### config.mk
export PLATFORM = sky130hd
export DESIGN_NAME = ldtu_gainsel_ctrl
export DESIGN_NICKNAME = d
export VERILOG_FILES = /design/src/rtl/ldtu_ctrl_pkg.sv /design/src/rtl/ldtu_quiet_det.sv /design/src/rtl/ldtu_gainsel_ctrl.sv
export SDC_FILE = /design/constraint.sdc
export NUM_CORES = 1
export LEC_CHECK = 0
export BUFFER_PORTS_ARGS = -buffer_cell sky130_fd_sc_hd__buf_2
export CAP_MARGIN = 20
export CORE_ASPECT_RATIO = 0.6
export CORE_UTILIZATION = 30
export DETAILED_ROUTE_END_ITERATION = 8
export SLEW_MARGIN = 5
export SYNTH_ARGS = -nofsm -noshare
export SYNTH_HDL_FRONTEND = slang
export SYNTH_HIERARCHICAL = 1
export SYNTH_SLANG_ARGS = --single-unit
### constraint.sdc
create_clock -name CLK -period 3.2 [get_ports CLK]
set_clock_uncertainty 0.2 [all_clocks]
set_input_delay 0.16 -clock CLK [delete_from_list [all_inputs] [get_ports CLK]]
set_output_delay 0.16 -clock CLK [all_outputs]
set_load 0.05 [all_outputs]
### src/rtl/ldtu_ctrl_pkg.sv
// Shared constants and types for the gain-selection configuration sequencer.
package ldtu_ctrl_pkg;

  localparam int unsigned STATE_W = 2;
  localparam int unsigned MODE_W  = 2;
  localparam int unsigned SAT_W   = 12;
  localparam int unsigned SHIFT_W = 2;

  // Sequencer states
  localparam logic [STATE_W-1:0] ST_IDLE       = 2'd0;
  localparam logic [STATE_W-1:0] ST_WAIT_QUIET = 2'd1;
  localparam logic [STATE_W-1:0] ST_APPLY      = 2'd2;
  localparam logic [STATE_W-1:0] ST_SETTLE     = 2'd3;

  // GAIN_SEL_MODE codes
  localparam logic [MODE_W-1:0] MODE_W8  = 2'b00;
  localparam logic [MODE_W-1:0] MODE_W16 = 2'b01;
  localparam logic [MODE_W-1:0] MODE_G10 = 2'b10;
  localparam logic [MODE_W-1:0] MODE_G1  = 2'b11;

  localparam logic [SAT_W-1:0] SAT_DEFAULT = 12'hfff;

  // One complete set of datapath settings, applied atomically
  typedef struct packed {
    logic [MODE_W-1:0]  mode;
    logic [SAT_W-1:0]   sat;
    logic [SHIFT_W-1:0] shift;
  } gain_cfg_t;

  localparam gain_cfg_t CFG_RESET = '{mode: MODE_W8, sat: SAT_DEFAULT, shift: 2'b00};

endpackage

### src/rtl/ldtu_quiet_det.sv
// Quiet-baseline qualifier: counts consecutive quiet samples while enabled.
module ldtu_quiet_det #(
  parameter int unsigned QUIET_CYCLES = 8
) (
  input  logic clk,
  input  logic rst,
  input  logic en,
  input  logic data_msb,
  input  logic baseline_flag,
  output logic done_c
);

  localparam int unsigned QCNT_W = $clog2(QUIET_CYCLES + 1);

  logic              quiet_c;
  logic [QCNT_W-1:0] qcnt_q;
  logic [QCNT_W-1:0] qcnt_d;

  assign quiet_c = baseline_flag & ~data_msb;

  // Run length of quiet samples; held at zero whenever not enabled
  always_comb begin
    qcnt_d = '0;
    if (en && quiet_c) begin
      qcnt_d = (qcnt_q == '1) ? qcnt_q : qcnt_q + QCNT_W'(1);
    end
  end

  // Counter register
  always_ff @(posedge clk) begin
    if (rst) begin
      qcnt_q <= '0;
    end else begin
      qcnt_q <= qcnt_d;
    end
  end

  // This sample completes the required quiet run
  assign done_c = en & quiet_c & (qcnt_q == QCNT_W'(QUIET_CYCLES - 1));

endmodule

### src/rtl/ldtu_gainsel_ctrl.sv
// Configuration sequencer: applies gain-selection settings on a quiet baseline
// and masks encoder data while the look-ahead window refills.
module ldtu_gainsel_ctrl #(
  parameter int unsigned QUIET_CYCLES   = 8,
  parameter int unsigned TIMEOUT_CYCLES = 1024,
  parameter int unsigned SETTLE_W8      = 12,
  parameter int unsigned SETTLE_W16     = 20,
  parameter int unsigned CNT_W          = 11
) (
  input  logic        CLK,
  input  logic        rst,
  input  logic        req_valid,
  input  logic [1:0]  req_mode,
  input  logic [11:0] req_sat,
  input  logic [1:0]  req_shift,
  input  logic        data_msb,
  input  logic        baseline_flag,
  output logic [1:0]  GAIN_SEL_MODE,
  output logic [11:0] SATURATION_value,
  output logic [1:0]  shift_gain_10,
  output logic        data_valid,
  output logic        busy,
  output logic        req_ack,
  output logic        timeout_err
);

  import ldtu_ctrl_pkg::*;

  logic [STATE_W-1:0] state_q, state_d;
  logic [CNT_W-1:0]   cyc_q, cyc_d;       // timeout count in WAIT_QUIET, settle count in SETTLE
  logic               pend_q, pend_d;
  gain_cfg_t          shadow_q, shadow_d;
  gain_cfg_t          cfg_q, cfg_d;
  logic               data_valid_q, data_valid_d;
  logic               busy_q, busy_d;
  logic               req_ack_q, req_ack_d;
  logic               timeout_err_q, timeout_err_d;
  logic               waiting_c;
  logic               quiet_done_c;

  assign waiting_c = (state_q == ST_WAIT_QUIET);

  ldtu_quiet_det #(
    .QUIET_CYCLES (QUIET_CYCLES)
  ) u_quiet_det (
    .clk           (CLK),
    .rst           (rst),
    .en            (waiting_c),
    .data_msb      (data_msb),
    .baseline_flag (baseline_flag),
    .done_c        (quiet_done_c)
  );

  // Next-state, shadow capture and output computation
  always_comb begin
    state_d       = state_q;
    cyc_d         = cyc_q;
    pend_d        = pend_q;
    shadow_d      = shadow_q;
    cfg_d         = cfg_q;
    req_ack_d     = 1'b0;
    timeout_err_d = timeout_err_q;

    // Last request wins; requests arriving during APPLY are not taken
    if (req_valid && (state_q != ST_APPLY)) begin
      shadow_d = '{mode: req_mode, sat: req_sat, shift: req_shift};
    end

    case (state_q)
      ST_IDLE: begin
        if (req_valid) begin
          state_d = ST_WAIT_QUIET;
          cyc_d   = '0;
        end
      end
      ST_WAIT_QUIET: begin
        if (quiet_done_c) begin
          state_d = ST_APPLY;
        end else if (cyc_q == CNT_W'(TIMEOUT_CYCLES - 1)) begin
          state_d       = ST_APPLY;
          timeout_err_d = 1'b1;
        end else begin
          cyc_d = (cyc_q == '1) ? cyc_q : cyc_q + CNT_W'(1);
        end
      end
      ST_APPLY: begin
        cfg_d     = shadow_q;
        req_ack_d = 1'b1;
        state_d   = ST_SETTLE;
        // Window length depends on the mode being applied; no refill if nothing changes
        if (shadow_q == cfg_q) begin
          cyc_d = '0;
        end else begin
          case (shadow_q.mode)
            MODE_W16:                   cyc_d = CNT_W'(SETTLE_W16);
            MODE_W8, MODE_G10, MODE_G1: cyc_d = CNT_W'(SETTLE_W8);
            default:                    cyc_d = CNT_W'(SETTLE_W8);
          endcase
        end
      end
      ST_SETTLE: begin
        if (req_valid) begin
          pend_d = 1'b1;
        end
        if (cyc_q == '0) begin
          if (pend_q || req_valid) begin
            state_d = ST_WAIT_QUIET;
            pend_d  = 1'b0;
          end else begin
            state_d = ST_IDLE;
          end
        end else begin
          cyc_d = cyc_q - CNT_W'(1);
        end
      end
      default: begin
        state_d = ST_SETTLE;
        cyc_d   = CNT_W'(SETTLE_W8);
      end
    endcase

    data_valid_d = (state_d == ST_IDLE);
    busy_d       = (state_d != ST_IDLE);
  end

  // State and output registers; reset leaves the window masked
  always_ff @(posedge CLK) begin
    if (rst) begin
      state_q       <= ST_SETTLE;
      cyc_q         <= CNT_W'(SETTLE_W8);
      pend_q        <= 1'b0;
      shadow_q      <= CFG_RESET;
      cfg_q         <= CFG_RESET;
      data_valid_q  <= 1'b0;
      busy_q        <= 1'b0;
      req_ack_q     <= 1'b0;
      timeout_err_q <= 1'b0;
    end else begin
      state_q       <= state_d;
      cyc_q         <= cyc_d;
      pend_q        <= pend_d;
      shadow_q      <= shadow_d;
      cfg_q         <= cfg_d;
      data_valid_q  <= data_valid_d;
      busy_q        <= busy_d;
      req_ack_q     <= req_ack_d;
      timeout_err_q <= timeout_err_d;
    end
  end

  assign GAIN_SEL_MODE    = cfg_q.mode;
  assign SATURATION_value = cfg_q.sat;
  assign shift_gain_10    = cfg_q.shift;
  assign data_valid       = data_valid_q;
  assign busy             = busy_q;
  assign req_ack          = req_ack_q;
  assign timeout_err      = timeout_err_q;

endmodule
==> summary.txt, run 1 <==
Final layout
  – Multi-input gate area: around 1600 sq um
  – Number of antenna repair diodes: 0
  – Flip-flop and latch area: 1080 sq um
  – Fill cell instance count of the final layout: 902
  – Post-route non-filler standard cell count: 491
  – Fraction of layout instances using a drive strength above 1: 16.9%
  – Final net count: a little over 400
  – Growth of design area from synthesis to finish: 21.5%

Worst setup path
  – Cell family with most CP delay: simple AND/OR/NAND/NOR gates
  – Startpoint class of the critical path: register
  – Crit-path cells: nand3_1, nor4_1, a2bb2oi_1, nand2_2, a21oi_2, a211o_1
  – CP endpoint kind: register
  – CP max stage delay: around 600 ps
  – Maximum fanout along the worst path: 14
  – Reg-to-Reg Start: cyc_q[2]
  – Slowest cell on the critical path: dfxtp_1
  – Data arrival time at the worst-slack endpoint: 2480 ps
  – Worst EP required: 3180 ps
  – First element of the critical path: cyc_q[2]
  – Number of buffers and inverters on the critical path: 0
  – Critical Setup Path Class: register to register

Floorplanning
  – Horizontal die dimension: 126 um
  – Die height: 76.6 um
  – Placeable core area: 8750 sq um
  – Starting utilization of the core area: 31.8%
  – Count of standard-cell rows: 26
  – Area of the die: 9680 sq um
  – I/O pins: 41

Clock tree
  – CTS buffer count: 5
  – Latest clock arrival within the worst-skew pair: slightly below 300 ps
  – Postcts setup bufs: 0
  – Clock Pin Slew Worst Setup and Hold Paths: approximately 70 ps
  – Clock root cell: clkbuf_16
  – Clk sink count: 54
  – Total number of H-tree levels: 2
  – Number of buffers on the longest clock path: 2
  – Clock tree from TritonCTS: yes

Placed design
  – HPWL after detailed placement: 4980 um
  – Global placement routability congestion: 0.882
  – Placed cell count: roughly 470
  – Total of buffers placed on input and output ports: 40

Hold path
  – Hold Crit Class: primary input to register
  – Min-Delay Startpoint: baseline_flag

Pwr
  – Sequential cell fraction of total power: between 40% and 50%
  – Comb pwr share: between 20% and 30%
  – Clock share of power: 30.8%
  – Internal power component: 1.37 mW
  – Switching power summed over all nets: 0.627 mW
  – LEAKAGE: between 1 and 1.5 nW
  – Power Dens Cells: 591 nW/um^2
  – Total power: between 1.5 and 2 mW
  – Worst voltage drop across the vdd grid: 0.000244 V
  – Net Sw Frac: 31.3%

STA
  – Upper clock frequency limit: approximately 400 MHz
  – Worst slew slack as a fraction of its limit: 41.7%
  – Actual transition at the worst max-transition pin: 874 ps
  – Post-route clock period utilization: 78.1%
  – Final slew viol count: 0
  – Clock period minus worst slack: around 2500 ps
  – Unrepaired setup endpoints after global routing: false
  – Worst hold slack: just under 50 ps
  – # setup viols final: 0
  – Post-route setup TNS: 0 ps
  – Final Hold Vio Count: 0

Synthesis
  – Number of distinct standard cells referenced by the synthesized netlist: between 40 and 50
  – Cell type contributing the most total cell area after synthesis: dfxtp_1
  – Avg Inst Size Synth: 8.39 sq um
  – Number of nets in the synthesized netlist: 357
  – Instance count of the mapped netlist: 332
  – Share of the yosys chip area belonging to registers: around two fifths
  – Share of the synthesized area in the top cell type: about 39%
  – Ranking of synthesized cells by area: dfxtp_1 (39%), nand2_1 (7.8%), xor2_1 (5.0%)
  – Share of flip-flops with an asynchronous set or reset after synthesis: 0%
  – Most instantiated flip-flop cell in the synthesis netlist: dfxtp_1
  – Seq cells post-synth: 54
  – EDFF count, synth: 0
  – Yosys warnings: 6
  – Netlist area before placement: 2780 sq um

Global route
  – Global-route wire length before repair: 12,000 um
  – GR Util All Layers: 15.6%
  – Congestion Overflow GR: 0
  – Initial antenna violation count: 0
  – Maximum number of pins on one net before global-route repair: 51
  – Via count of the first global-routing pass: 2,339

Status
  – Result of the run: finished, final reports clean

Routing
  – Mean number of vias per cell: approximately 5.1
  – Overall via count from detail_route: about 2,500
  – DRC violation count after routing: 0
  – Drt initial violations: about 150
  – WL final: 7140 um
  – Routed length per instance: 14.5 um
  – Number of optimization iterations in the first detailed-route pass: 4
  – Number of nets still failing antenna checks after routing: 0

Flow run
  – Max Cap Violations: 0
[cells by family (layout without fill, tap and decap cells)]
| group | Yosys count | count (layout) | share of synthesized area [%] |
|---|---|---|---|
| DFF | 54 | 54 | 38.8 |
| xor gates and xnor gates | 23 | 23 | 7.24 |
| buffers and inverters | 29 | 76 | 5.35 |
| and+or+nand+nor | 156 | 156 | 29.2 |
| adders and majority gates | 4 | 4 | 1.80 |
| AOI/OAI and AO/OA | 58 | 58 | 14.6 |
| muxes | 8 | 8 | 2.97 |
[cell usage in the layout, fill, tap and decap left out, types with 8 or more instances in the layout]
cell,synthesis,final
dfxtp_1,54,54
nand3b_1,15,15
nand2_1,58,58
and3_1,14,14
nand3_1,11,11
xor2_1,16,16
nor2_1,17,17
buf_2,7,40
buf_4,0,8
a211o_1,14,14
a21oi_1,18,18
nor3_1,8,8
dlygate4sd3_1,0,17
[state kept, by name, summed over array words and instances, names as in the netlist]
signal              cells
GAIN_SEL_MODE           2
SATURATION_value       12
busy                    1
cyc_q                  11
data_valid              1
pend_q                  1
req_ack                 1
shadow_q               16
shift_gain_10           2
state_q                 2
timeout_err             1
u_quiet_det/qcnt_q      4
[per-layer routing]
layer	track usage (%)	vias up	part of all wire, %
met4	4.58	0	0.97
li1	-	1267	-
met3	4.42	7	5.3
met2	22.2	53	41
met5	0	-	0
met1	22.4	1181	53
[metrics by stage]
step / area [sq um] / utilization, % / worst slack [ps]
final: 3380 / 38.7 / 700
after global routing: 3380 / 38.7 / 443
after CTS: 3380 / 38.7 / 727
after detailed placement: 3050 / 34.8 / 753
after global placement: 3050 / 34.8 / 827
after floorplan: 2780 / - / 713
[power by group through the flow]
stage	registers (mW)	logic, mW	clock network (mW)
3_5_place_dp	0.861	0.518	0
5_1_grt	0.862	0.589	0.656
2_1_floorplan	0.802	0.473	0
3_3_place_gp	0.859	0.506	0
4_1_cts	0.847	0.535	0.630
6_report	0.849	0.535	0.616
[Yosys cell counts (2+ instances only)]
library cell,number
a211o_1,14
nand4_1,3
buf_1,3
mux2i_1,6
nor2b_1,4
xor2_1,16
buf_2,7
xnor2_1,7
dfxtp_1,54
nor3_1,8
a21oi_1,18
nand3_1,11
nand2b_1,3
or4_1,2
or3_1,2
a31oi_1,5
clkbuf_1,11
buf_6,4
nand2_1,58
mux2_2,2
o22ai_1,2
and3_1,14
a2bb2oi_1,2
and2_1,3
nand3b_1,15
nor3b_1,2
o21ai_0,5
or3_4,2
inv_1,3
nor4_1,7
ha_1,4
nor2_1,17
nand4b_1,2
[worst reg2reg max path: cells and delay by family (launching register included)]
| kind | cells | cell delay [ps] |
|---|---|---|
| and+or+nand+nor | 3 | 1070 |
| AOI/OAI and AO/OA | 3 | 540 |
| DFF | 1 | 590 |
[area by class of cell]
class / count / share of cell area, %
multi-input cells: 249 / 45.9
clock buffers: 6 / 3.81
clock inverters: 2 / 1.11
flip-flops and latches: 54 / 32.0
inverters: 3 / 0.333
repair buffers: 65 / 12.7
well taps: 112 / 4.14
[what timing repair did]
item,CTS,global route
hold buffers,17,0
gates resized for setup,0,0
hold endpoints to repair,20,0
[worst paths after layout]
path,to,slack [ps],depth (start not counted)
setup reg to reg,cyc_q[2],700,6
hold / removal,u_quiet_det/qcnt_q[0],50,4
setup / recovery,cyc_q[2],700,6
hold reg to reg,shift_gain_10[0],280,2
Power figures use the tool's default switching activity.
==> run 2, diff against run 1 <==
==> constraint.sdc (replaced) <==
create_clock -name CLK -period 2.19 [get_ports CLK]
set_clock_uncertainty 0.2 [all_clocks]
set_input_delay 0.1095 -clock CLK [delete_from_list [all_inputs] [get_ports CLK]]
set_output_delay 0.1095 -clock CLK [all_outputs]
set_load 0.05 [all_outputs]
==> summary.txt, run 2 (synthesized netlist as in run 1, its figures left out) <==
Status
  – Result of the run: finished with violations
  – Violations in the final reports: setup timing

Clock tree
  – Clock root cell: clkbuf_16
  – CTS buffer count: 5
  – Clock Pin Slew Worst Setup and Hold Paths: 70 ps
  – Clock tree from TritonCTS: yes
  – Total number of H-tree levels: 2
  – Clk sink count: 54
  – Number of buffers on the longest clock path: 2
  – Latest clock arrival within the worst-skew pair: approximately 300 ps

Placed design
  – HPWL after detailed placement: 5400 um
  – Global placement routability congestion: 0.852
  – Pre-CTS setup slack: -120 ps
  – Total of buffers placed on input and output ports: 40
  – Placed cell count: 502

Global route
  – Congestion Overflow GR: 0
  – Initial antenna violation count: 0
  – Global-route wire length before repair: 12,400 um
  – Maximum number of pins on one net before global-route repair: 34
  – GR Util All Layers: 16.2%
  – Via count of the first global-routing pass: around 2,500

Flow run
  – Max Cap Violations: 0

Routing
  – Routed length per instance: 14.2 um
  – Overall via count from detail_route: 2,657
  – Number of optimization iterations in the first detailed-route pass: 4
  – DRC violation count after routing: 0
  – Mean number of vias per cell: 5.00
  – WL final: 7550 um
  – Number of nets still failing antenna checks after routing: 0
  – Drt initial violations: 95

STA
  – # setup viols final: 1
  – Upper clock frequency limit: 456 MHz
  – Unrepaired setup endpoints after global routing: true
  – Clock period minus worst slack: 2190 ps
  – Post-route clock period utilization: 100%
  – Final slew viol count: 0
  – Final Hold Vio Count: 0
  – Final WS setup: -3.02 ps
  – Actual transition at the worst max-transition pin: 648 ps
  – Worst slew slack as a fraction of its limit: 56.8%

Pwr
  – Clock share of power: 26.9%
  – LEAKAGE: around 1.6 nW
  – Power Dens Cells: approximately 800 nW/um^2
  – Sequential cell fraction of total power: between 30% and 40%
  – Comb pwr share: approximately a third
  – Switching power summed over all nets: 1.00 mW
  – Net Sw Frac: between 30% and 40%
  – Worst voltage drop across the vdd grid: ~0.00041 V
  – Internal power component: roughly 2.1 mW

Final layout
  – Growth of design area from synthesis to finish: 37.1%
  – Final net count: 443
  – Fraction of layout instances using a drive strength above 1: 30.1%
  – Top reg by flops: shadow_q
  – Leading cell types in the layout, fill and taps excluded: nand2_1 (55), dfxtp_1 (51), buf_4 (45)
  – Fill cell instance count of the final layout: between 800 and 900
  – Commonest non-fill, non-tap cell in the layout: nand2_1
  – Post-route non-filler standard cell count: around 530
  – Largest register FFs: 16
  – Number of antenna repair diodes: 0

Floorplanning
  – Area of the die: 9680 sq um
  – Placeable core area: 8750 sq um
  – Starting utilization of the core area: 31.8%
  – Die height: 76.6 um
  – Count of standard-cell rows: 26
  – Horizontal die dimension: 126 um
  – I/O pins: 41

Worst setup path
  – Worst EP required: 2220 ps
  – Data arrival time at the worst-slack endpoint: 2220 ps
  – Critical Setup Path Class: register to register
  – Maximum fanout along the worst path: 4
  – Startpoint class of the critical path: register
  – CP endpoint kind: register

Hold path
  – Hold Crit Class: primary input to register
## run 2: cell types whose count changed in the layout (fill, tap and decap cells not counted), moves of 3 or more
cell / previous run / this run
a21oi_1: 18 / 14
buf_4: 8 / 45
dfxtp_1: 54 / 51
nand2_1: 58 / 55
a21oi_2: 1 / 5
## run 2: area by class of cell
type	count	area [sq um]	share of cell area, %
inverter	3	11.3	0.295
clock buffer	6	139	3.64
clock inverter	2	17.5	0.459
multi-input combinational	249	1670	43.7
tap	112	140	3.67
sequential	54	1090	28.6
timing repair buffer	105	749	19.6
## run 2: worst max-delay path, stage by stage, from the launching register on
cell	delay (ps)
dfxtp_4	370
nand2_4	70
xnor2_2	130
ha_2	200
buf_6	130
nand4_1	80
nand3b_1	140
and3_1	210
nor3_2	180
mux2_4	320
a21oi_2	110
## run 2: worst paths after layout
kind | slack, ps | to | cells after the start | start
setup / recovery | -3 | cyc_q[10] | 10 | state_q[1]
setup reg to reg | -3 | cyc_q[10] | 10 | state_q[1]
hold / removal | 20 | u_quiet_det/qcnt_q[1] | 4 | baseline_flag
hold reg to reg | 270 | timeout_err | 2 | timeout_err
## run 2: power groups by stage
stage,registers (mW),clock network (mW),logic (mW)
after floorplan,1.17,0,0.731
after global placement,1.20,0,0.967
after detailed placement,1.21,0,0.971
after CTS,1.19,0.869,1.03
after global routing,1.20,0.922,1.18
final,1.19,0.836,1.08
## run 2: what timing repair did
action | CTS | global route
resized for setup | 11 | 8
hold buffers | 18 | 0
pin swaps | 9 | 14
setup endpoints to repair | 5 | 9
buffers inserted | 2 | 1
endpoints found under the hold margin | 21 | 0
## run 2: per-stage QoR
stage,util (%),hold slack [ps],setup TNS (ps),cell area [sq um],power (mW)
3_5_place_dp,38.6,150,-448,3370,2.18
5_1_grt,43.6,27.6,-241,3820,3.30
2_1_floorplan,-,53.4,-276,2850,1.90
4_1_cts,43.0,53.9,0,3760,3.09
6_report,43.6,16.4,-3.02,3820,3.11
3_3_place_gp,38.6,142,-197,3370,2.17
## run 2: per-layer routing
layer  global-route usage, %  wire length [um]  vias to the layer above
li1                        -                 -                     1339
met1                    23.3              3950                     1251
met2                    23.3              3130                       60
met3                    4.63               403                        7
met4                    4.34                66                        0
met5                       0                 0                        -
